[config.mk]
export PLATFORM = sky130hd
export DESIGN_NAME = pipeline_hazard_ctrl
export DESIGN_NICKNAME = d
export VERILOG_FILES = /design/src/rtl/pipeline_hazard_ctrl.sv
export SDC_FILE = /design/constraint.sdc
export NUM_CORES = 1
export LEC_CHECK = 0
export ABC_AREA = 1
export CAP_MARGIN = 20
export CORE_MARGIN = 2
export CORE_UTILIZATION = 30
export DETAILED_ROUTE_END_ITERATION = 8
export PLACE_DENSITY = 0.66
export SYNTH_ARGS = -nofsm -noshare
export SYNTH_HDL_FRONTEND = slang
export SYNTH_SLANG_ARGS = --single-unit
[constraint.sdc]
create_clock -name i_clk -period 1.7 [get_ports i_clk]
set_input_delay 0.34 -clock i_clk [delete_from_list [all_inputs] [get_ports i_clk]]
set_output_delay 0.34 -clock i_clk [all_outputs]
set_load 0.05 [all_outputs]
[src/rtl/pipeline_hazard_ctrl.sv]
// rtl/pipeline_hazard_ctrl.sv - pipeline forwarding, hazard stall/flush and data-memory wait control (optional STALL_CNT_EN stall counter)
module pipeline_hazard_ctrl #(
  parameter int unsigned MEM_TIMEOUT = 15
) (
  input  logic       i_clk,
  input  logic       i_reset,
  input  logic [4:0] i_rsD,
  input  logic [4:0] i_rtD,
  input  logic [4:0] i_rsE,
  input  logic [4:0] i_rtE,
  input  logic [4:0] i_writeregE,
  input  logic [4:0] i_writeregM,
  input  logic [4:0] i_writeregW,
  input  logic       i_regwriteE,
  input  logic       i_regwriteM,
  input  logic       i_regwriteW,
  input  logic       i_memtoregE,
  input  logic       i_memtoregM,
  input  logic       i_branchD,
  input  logic       i_memreqM,
  input  logic       i_memreadyM,
  output logic       o_stallF,
  output logic       o_stallD,
  output logic       o_stallE,
  output logic       o_stallM,
  output logic       o_flushE,
  output logic       o_flushW,
  output logic [1:0] o_forwardAE,
  output logic [1:0] o_forwardBE,
  output logic       o_forwardAD,
  output logic       o_forwardBD,
  output logic       o_memerr
`ifdef STALL_CNT_EN
  ,
  output logic [31:0] o_stallcnt
`endif
);

  // The transition to ERROR happens on the MEM_TIMEOUT-th consecutive MEMWAIT cycle.
  localparam logic [7:0] TIMEOUT_LAST = 8'(MEM_TIMEOUT - 1);

  typedef enum logic [1:0] {S_RUN, S_MEMWAIT, S_ERROR} state_t;

  state_t     r_state;
  state_t     w_next;
  logic [7:0] r_wait_cnt;
  logic       r_memerr;
  logic       w_memstall;
  logic       w_lwstall;
  logic       w_branchstall;
  logic       w_hazard;

  // E-stage operand source: M result beats W result; register 0 never forwards.
  function automatic logic [1:0] fwd_e(input logic [4:0] src, input logic [4:0] wr_m,
                                       input logic rw_m, input logic [4:0] wr_w,
                                       input logic rw_w);
    if (src != 5'd0 && rw_m && src == wr_m)      return 2'b10;
    else if (src != 5'd0 && rw_w && src == wr_w) return 2'b01;
    else                                         return 2'b00;
  endfunction

  // Memory-wait state register.
  always_ff @(posedge i_clk or posedge i_reset) begin
    if (i_reset) r_state <= S_RUN;
    else         r_state <= w_next;
  end

  // Wait counter: cleared on MEMWAIT entry, counts MEMWAIT cycles.
  always_ff @(posedge i_clk or posedge i_reset) begin
    if (i_reset)                                      r_wait_cnt <= 8'd0;
    else if (r_state == S_RUN && w_next == S_MEMWAIT) r_wait_cnt <= 8'd0;
    else if (r_state == S_MEMWAIT)                    r_wait_cnt <= r_wait_cnt + 8'd1;
  end

  // Sticky error flag, set together with ERROR entry.
  always_ff @(posedge i_clk or posedge i_reset) begin
    if (i_reset)                r_memerr <= 1'b0;
    else if (w_next == S_ERROR) r_memerr <= 1'b1;
  end

  // Next state and memory stall; ready always wins over the timeout.
  always_comb begin
    w_next     = r_state;
    w_memstall = 1'b0;
    case (r_state)
      S_RUN: begin
        if (i_memreqM && !i_memreadyM) begin
          w_next     = S_MEMWAIT;
          w_memstall = 1'b1;
        end
      end
      S_MEMWAIT: begin
        w_memstall = !i_memreadyM;
        if (i_memreadyM)                     w_next = S_RUN;
        else if (r_wait_cnt == TIMEOUT_LAST) w_next = S_ERROR;
      end
      S_ERROR: begin
        w_memstall = 1'b1;
      end
      default: begin
        w_next = S_RUN;
      end
    endcase
  end

  // Load-use and branch-compare data hazards.
  always_comb begin
    w_lwstall     = i_memtoregE && (i_rtE == i_rsD || i_rtE == i_rtD);
    w_branchstall = i_branchD &&
                    ((i_regwriteE && (i_writeregE == i_rsD || i_writeregE == i_rtD)) ||
                     (i_memtoregM && (i_writeregM == i_rsD || i_writeregM == i_rtD)));
    w_hazard      = w_lwstall || w_branchstall;
  end

  // Stall/flush/forward outputs; a memory stall freezes everything and drains W.
  always_comb begin
    o_stallF    = 1'b0;
    o_stallD    = 1'b0;
    o_stallE    = 1'b0;
    o_stallM    = 1'b0;
    o_flushE    = 1'b0;
    o_flushW    = 1'b0;
    o_forwardAE = 2'b00;
    o_forwardBE = 2'b00;
    o_forwardAD = 1'b0;
    o_forwardBD = 1'b0;
    if (!i_reset) begin
      if (w_memstall) begin
        o_stallF = 1'b1;
        o_stallD = 1'b1;
        o_stallE = 1'b1;
        o_stallM = 1'b1;
        o_flushW = 1'b1;
      end else begin
        o_stallF = w_hazard;
        o_stallD = w_hazard;
        o_flushE = w_hazard;
      end
      o_forwardAE = fwd_e(i_rsE, i_writeregM, i_regwriteM, i_writeregW, i_regwriteW);
      o_forwardBE = fwd_e(i_rtE, i_writeregM, i_regwriteM, i_writeregW, i_regwriteW);
      o_forwardAD = (i_rsD != 5'd0) && i_regwriteM && (i_rsD == i_writeregM);
      o_forwardBD = (i_rtD != 5'd0) && i_regwriteM && (i_rtD == i_writeregM);
    end
  end

  assign o_memerr = r_memerr;

`ifdef STALL_CNT_EN
  logic [31:0] r_stallcnt;

  // Saturating count of fetch-stalled cycles.
  always_ff @(posedge i_clk or posedge i_reset) begin
    if (i_reset)                              r_stallcnt <= 32'd0;
    else if (o_stallF && r_stallcnt != '1)    r_stallcnt <= r_stallcnt + 32'd1;
  end

  assign o_stallcnt = r_stallcnt;
`endif

endmodule
==> results.md, run 1 <==
| Step | Metric | Value |
| --- | --- | --- |
| floorplan | Starting density of the core | 31.8% |
| routing | Drt wl/cell | 12.3 um |
| timing | Setup TNS after final layout | -707 ps |
| global routing | Global-route usage over all layers | 18.9% |
| timing | Slew at the pin with the worst max-slew slack | 415 ps |
| status | Violated checks | negative setup slack |
| synth | Async SR Flop Fraction | 100% |
| routing | TritonRoute pass-1 iters | 4 |
| synth | Most numerous cell types in the synthesized netlist | sky130_fd_sc_hd__nand2_1 (73), sky130_fd_sc_hd__inv_1 (27), sky130_fd_sc_hd__nor2_1 (27) |
| synth | Fraction of the yosys area taken by sequential cells | 19.5% |
| synth | Most instantiated flip-flop cell in the synthesis netlist | sky130_fd_sc_hd__dfrtp_1 |
| layout | Fin util | 62.7% |
| critical path | Critical Path Fanout Max | 3 |
| clocking | Clock Tree Buf Depth | 2 |
| timing | Worst-case headroom to the max-slew limit | 72.1% |
| clocking | Post-CTS Hold Buffers | 0 |
| power | PD cells | 447 nW/um2 |
| synth | Post-synthesis compound-gate area fraction | 12.0% |
| synth | Synth unique cells | 29 |
| status | Run status | finished, violations left |
| floorplan | Number of cell rows | 24 |
| global routing | Largest net degree at the start of global routing | 8 |
| clocking | Skew-Pair Late Insertion Delay | 240 ps |
| clocking | Clock slew at reported path FFs | 50 ps |
| timing | Finish-stage setup viols | 10 |
| layout | Count of non-filler cells in the finished layout | 400 |
| floorplan | # IOs | 58 |
| clocking | Sink Count | 11 |
| layout | Layout overhead on the synthesized area | 97.0% |
| clocking | H-Tree Level Count | 1 |
| power | Sum of internal, switching and leakage power | 1.24 mW |
| floorplan | Width of the chip | 72.7 um |
| synth | Synthesized area divided by synthesized cell count | 5.82 um2 |
| place | HPWL after detailed placement | 3760 um |
| place | GP Congestion | 0.861 |
| global routing | Number of global-route vias before repair | 1,823 |
| global routing | Met3 demand-to-capacity share in global routing | 3.04% |
| timing | Highest Clock Rate | 531 MHz |
| synth | Net count after synthesis | 290 |
| timing | Final Max Tran Viols | 0 |
| synth | Cell with the most instances after synthesis | sky130_fd_sc_hd__nand2_1 |
| timing | Final critical delay including setup and external delays | 1880 ps |
| routing | DRT iter0 DRCs | 78 |
| min path | Path type of the worst min-delay path | input port to async pin |
| timing | Unrepaired setup endpoints after global routing | yes |
| power | Static leakage | 1.39 nW |
| clocking | TritonCTS buffer count | 3 |
| timing | Share of the clock period used by the worst path after layout | 111% |
| synth | Adder-Cell Fraction of Synth Area | 1.77% |
| floorplan | Core region area | 4440 um2 |
| routing | Antenna viol nets, final | 0 |
| synth | Fraction of synthesized cell area taken by the top area cell type | 19.5% |
| routing | Total via count after detailed routing | 1,924 |
| synth | Yosys Warn Count | 0 |
| timing | Max Clock Skew | 3.30 ps |
| synth | EDFF count, synth | 0 |
| clocking | CTS tree | done |
| global routing | Met2 demand-to-capacity share in global routing | 33.9% |
| layout | Total inserted antenna cells | 0 |
| timing | Worst hold slack | 117 ps |
| critical path | Required time worst endpoint | 1360 ps |
| global routing | Met1 capacity usage during global routing | 24.8% |
| layout | Fraction of final layout cells sized beyond drive strength 1 | 47.1% |
| global routing | Most used routing layer | met2 |
| critical path | Data arrival time of the critical path | 1540 ps |
| synth | Share of synthesized cell area in and, or, nand and nor gates | 39.7% |
| global routing | Number of antenna violations at the first check in global routing | 0 |
| floorplan | Die ar. | 5280 um2 |
| place | Inst Count DP | 389 |
| clocking | Clock tree root buffer cell | sky130_fd_sc_hd__clkbuf_8 |
| synth | Synth Register Bits | 11 |
| timing | Hold Vio Cnt, Final | 0 |
| routing | Final Routed Wirelength | 4910 um |
| routing | Final routed DRC violation total | 0 |
| synth | Synthesized cell area | 1420 um2 |
| global routing | Leftover overflow at the end of global routing | 0 |
| synth | Number of standard cells after synthesis | 243 |
| global routing | Global-route wire length before repair | 8150 um |
| synth | Largest family of logic cells by synthesized area | simple AND/OR/NAND/NOR gates |
| power | Worst VDD drop | 0.226 mV |
| layout | Post-layout nets | 396 |
| floorplan | Die Height | 72.7 um |
| critical path | Startpoint class of the critical path | input port |
| flow run | Number of maximum-capacitance violations | 0 |
| synth | Dominant cells by area after synthesis | sky130_fd_sc_hd__dfrtp_1 (19%), sky130_fd_sc_hd__nand2_1 (19%), sky130_fd_sc_hd__xor2_1 (7.4%) |
| critical path | Critical path capture point type | output pin |
| synth | Cell type with the highest aggregate area in the netlist | sky130_fd_sc_hd__dfrtp_1 |
| synth | Post-synthesis mux area share | 0% |
| synth | Share of the synthesized netlist area taken by xor and xnor gates | 13.6% |
| critical path | Critical path class | input port to output pin |
| timing | Least setup slack across all paths after layout | -184 ps |
| place | Count of port buffers added during placement | 57 |
| routing | Via density | 4.81 |
## layer usage
metal  share of wire [%]  wire, um
met5                   0         0
met4                0.94        46
met3                 6.1       297
met2                  49      2420
met1                  44      2150
## what timing repair did
item	4_1_cts	5_1_grt
buffers inserted	6	2
resized for setup	196	41
setup endpoints to repair	12	12
pin swaps	42	23
## layout by cell type (no fill, tap or decap), types with 4 or more instances in the layout
master	Yosys	final
sky130_fd_sc_hd__nand2_1	73	63
sky130_fd_sc_hd__nand3_1	14	12
sky130_fd_sc_hd__clkdlybuf4s50_1	0	4
sky130_fd_sc_hd__buf_8	0	5
sky130_fd_sc_hd__dfrtp_1	11	10
sky130_fd_sc_hd__nand2_2	1	9
sky130_fd_sc_hd__a21oi_2	0	4
sky130_fd_sc_hd__xnor2_1	10	6
sky130_fd_sc_hd__inv_1	27	18
sky130_fd_sc_hd__o21ai_1	6	5
sky130_fd_sc_hd__nand4_1	5	5
sky130_fd_sc_hd__inv_2	11	14
sky130_fd_sc_hd__buf_4	4	45
sky130_fd_sc_hd__a21oi_1	9	5
sky130_fd_sc_hd__nor2_1	27	23
sky130_fd_sc_hd__nor3_1	7	4
sky130_fd_sc_hd__inv_4	0	5
sky130_fd_sc_hd__buf_2	2	12
sky130_fd_sc_hd__xnor2_2	0	4
sky130_fd_sc_hd__buf_6	0	18
sky130_fd_sc_hd__xor2_1	12	11
sky130_fd_sc_hd__buf_12	0	12
## worst max-delay path, stage by stage
cell	delay, ps
sky130_fd_sc_hd__buf_8	100
sky130_fd_sc_hd__buf_6	110
sky130_fd_sc_hd__xor2_1	150
sky130_fd_sc_hd__nor3_1	190
sky130_fd_sc_hd__nand3_1	100
sky130_fd_sc_hd__nand2_1	90
sky130_fd_sc_hd__nand2_1	50
sky130_fd_sc_hd__nand2_1	70
sky130_fd_sc_hd__nand2_2	90
sky130_fd_sc_hd__nor2_4	110
sky130_fd_sc_hd__buf_12	140
## metrics by stage
stage / instance area [um2] / setup slack, ps
global placement: 2500 / -624
finish: 2790 / -184
global route: 2790 / -300
detailed placement: 2500 / -654
floorplan: 1490 / -117
CTS: 2660 / -147
## cells by family after synthesis
group,after synthesis
flops,11
simple gates,134
compound gates,28
buf+inv,46
fa+ha+maj,2
xor+xnor,22
## power breakdown
part | internal [mW] | switching [mW]
Combinational | 0.322 | 0.332
Clock | 0.165 | 0.102
Sequential | 0.292 | 0.0310
## cell type report
| cell class | count | area, um2 |
|---|---|---|
| Inverter | 40 | 166 |
| Clock buffer | 4 | 45.0 |
| Sequential cell | 11 | 277 |
| Multi-Input combinational cell | 186 | 1190 |
| Tap cell | 52 | 65.1 |
| Fill cell | 385 | 1660 |
| Timing Repair Buffer | 107 | 1050 |
## state kept, by name (all words and copies together), names as in the netlist
register,cells
o_memerr,1
r_state,2
r_wait_cnt,8
## worst paths after layout
path | from | endpoint | slack [ps] | cells after the start
max reg2reg | r_state[1]$_DFF_PP0_ | r_wait_cnt[4]$_DFFE_PP0P_ | 180 | 8
min reg2reg | o_memerr$_DFFE_PP0N_ | o_memerr$_DFFE_PP0N_ | 470 | 1
max in group asynchronous | i_reset | r_state[0]$_DFF_PP0_ | 1250 | 4
min | i_reset | r_wait_cnt[5]$_DFFE_PP0P_ | 120 | 3
max | i_rsD[1] | o_flushE | -180 | 11
min in group i_clk | o_memerr$_DFFE_PP0N_ | o_memerr$_DFFE_PP0N_ | 470 | 1
Note: power is estimated with default switching activity, not from simulation.
==> inputs of run 2 (changes only) <==
Settings changed: CORE_ASPECT_RATIO set to 1.25.
==> run 2 against run 1 <==
Sequential cell count unchanged. Cell count increased by 1.3%. Clock-buffer cell count stayed put. Critical path depth is 3 higher. Cell area is 0.67% higher. The flow still finishes with violations (negative setup slack). Hold slack gained 260 ps. Largest cell class unchanged.
==> results.md, run 2 (synthesis results as in run 1) <==
| Step | Metric | Value |
| --- | --- | --- |
| global routing | Leftover overflow at the end of global routing | 0 |
| layout | Fraction of final layout cells sized beyond drive strength 1 | 50.1% |
| critical path | Dominant cell type by count on the critical path | sky130_fd_sc_hd__nand2_2 |
| routing | Via density | 4.93 |
| power | Static leakage | 1.37 nW |
| critical path | CP Cell Sequence | buf_6 > buf_6 > nand2_2 > nand2_2 > nor2_4 > nand3_2 > nand2_2 > nand2_2 > nand2_1 > nand2_1 > nand2_1 > nand2_2 > nor2_4 > buf_12 |
| routing | TritonRoute pass-1 iters | 4 |
| min path | Path type of the worst min-delay path | input port to async pin |
| floorplan | # IOs | 58 |
| critical path | Critical Path Fanout Max | 3 |
| clocking | Sink Count | 11 |
| status | Violated checks | negative setup slack |
| place | HPWL after detailed placement | 3870 um |
| place | Worst slack at placement | -644 ps |
| floorplan | Die ar. | 5290 um2 |
| layout | Total inserted antenna cells | 0 |
| clocking | H-Tree Level Count | 1 |
| clocking | CTS tree | done |
| floorplan | Width of the chip | 65.4 um |
| timing | Max Clock Skew | 1.71 ps |
| layout | Layout overhead on the synthesized area | 98.3% |
| routing | Final Routed Wirelength | 5490 um |
| clocking | Post-CTS Hold Buffers | 0 |
| timing | Finish-stage setup viols | 8 |
| timing | Highest Clock Rate | 533 MHz |
| clocking | Clock Tree Buf Depth | 2 |
| layout | Register name with the most flops | r_wait_cnt |
| timing | Least setup slack across all paths after layout | -178 ps |
| status | Run status | finished, violations left |
| critical path | Max stage delay on crit path | 140 ps |
| global routing | Number of antenna violations at the first check in global routing | 0 |
| global routing | Number of global-route vias before repair | 2,008 |
| flow run | Number of maximum-capacitance violations | 0 |
| routing | Final routed DRC violation total | 0 |
| global routing | Global-route wire length before repair | 8520 um |
| place | Count of port buffers added during placement | 57 |
| layout | Post-layout nets | 395 |
| layout | Leading cell type in the layout, fill and taps excluded | sky130_fd_sc_hd__nand2_1 |
| power | Sum of internal, switching and leakage power | 1.25 mW |
| critical path | Crit path max-delay cell type | sky130_fd_sc_hd__buf_12 |
| layout | Number of flip-flops in the largest register | 8 |
| timing | Worst-case headroom to the max-slew limit | 70.2% |
| timing | Hold Vio Cnt, Final | 0 |
| floorplan | Number of cell rows | 27 |
| clocking | Clock slew at reported path FFs | 50 ps |
| routing | Antenna viol nets, final | 0 |
| layout | Commonest non-fill, non-tap cells in the layout | sky130_fd_sc_hd__nand2_1 (58), sky130_fd_sc_hd__buf_4 (43), sky130_fd_sc_hd__nor2_1 (18) |
| power | PD cells | 446 nW/um2 |
| critical path | Required time worst endpoint | 1360 ps |
| timing | Unrepaired setup endpoints after global routing | yes |
| timing | Slew at the pin with the worst max-slew slack | 443 ps |
| critical path | Startpoint class of the critical path | input port |
| routing | Drt wl/cell | 13.6 um |
| clocking | TritonCTS buffer count | 3 |
| routing | Total via count after detailed routing | 1,996 |
| global routing | Largest net degree at the start of global routing | 12 |
| floorplan | Core region area | 4460 um2 |
| critical path | Data arrival time of the critical path | 1540 ps |
| layout | Fin util | 62.9% |
| floorplan | Die Height | 80.8 um |
| timing | Final critical delay including setup and external delays | 1880 ps |
| place | GP Congestion | 0.887 |
| floorplan | Starting density of the core | 31.7% |
| timing | Share of the clock period used by the worst path after layout | 110% |
| clocking | Skew-Pair Late Insertion Delay | 240 ps |
| routing | DRT iter0 DRCs | 98 |
| critical path | Critical path capture point type | output pin |
| global routing | Global-route usage over all layers | 20.2% |
| timing | Final Max Tran Viols | 0 |
| critical path | Critical path class | input port to output pin |
| clocking | Clock tree root buffer cell | sky130_fd_sc_hd__clkbuf_8 |
| power | Worst VDD drop | 0.538 mV |
-- run 2: metal layers --
| layer | global-route usage, % | routed length, um |
|---|---|---|
| met4 | 7.71 | 195 |
| met1 | 21.7 | 1970 |
| met3 | 1.80 | 260 |
| met5 | 0 | 0 |
| met2 | 40.1 | 3070 |
-- run 2: path summary, 6_finish.rpt --
path                                      startpoint                        end  slack [ps]  depth (start not counted)
worst max-delay path                        i_rsD[1]                   o_flushE        -180                         14
min in group i_clk              o_memerr$_DFFE_PP0N_       o_memerr$_DFFE_PP0N_         480                          1
max in group asynchronous                    i_reset       r_state[0]$_DFF_PP0_        1160                          4
worst max register to register  r_state[0]$_DFF_PP0_  r_wait_cnt[5]$_DFFE_PP0P_         170                          8
worst min register to register  o_memerr$_DFFE_PP0N_       o_memerr$_DFFE_PP0N_         480                          1
worst min-delay path                         i_reset  r_wait_cnt[0]$_DFFE_PP0P_         380                          4
-- run 2: critical path, delay by kind of cell --
| family | cells | cell delay, ps |
|---|---|---|
| buffers and inverters | 3 | 350 |
| and+or+nand+nor | 11 | 830 |
-- run 2: cell type report --
class	count	area, um2
Tap cell	58	72.6
Timing Repair Buffer	106	1030
Inverter	40	170
Fill cell	407	1650
Clock buffer	4	45.0
Sequential cell	11	277
Multi-Input combinational cell	186	1210
-- run 2: report_power, final --
| part | leakage, nW | switching (mW) | internal (mW) | total, mW |
|---|---|---|---|---|
| registers | 0.148 | 0.0292 | 0.292 | 0.321 |
| clock network | 0.0228 | 0.0994 | 0.165 | 0.264 |
| logic | 1.20 | 0.345 | 0.320 | 0.665 |
-- run 2: per-stage QoR --
step	cell area (um2)	setup TNS (ps)	hold WS, ps	instances
after floorplan	1490	-288	157	243
after global placement	2470	-5910	451	390
after detailed placement	2470	-5830	461	390
after CTS	2650	-941	391	402
after global routing	2810	-1700	414	405
final	2810	-896	379	405
-- run 2: what timing repair did --
item / CTS / global route
endpoints found under the setup margin: 12 / 12
pin swaps: 40 / 39
hold endpoints to repair: 0 / 0
gates resized for setup: 184 / 54
setup buffers: 8 / 3
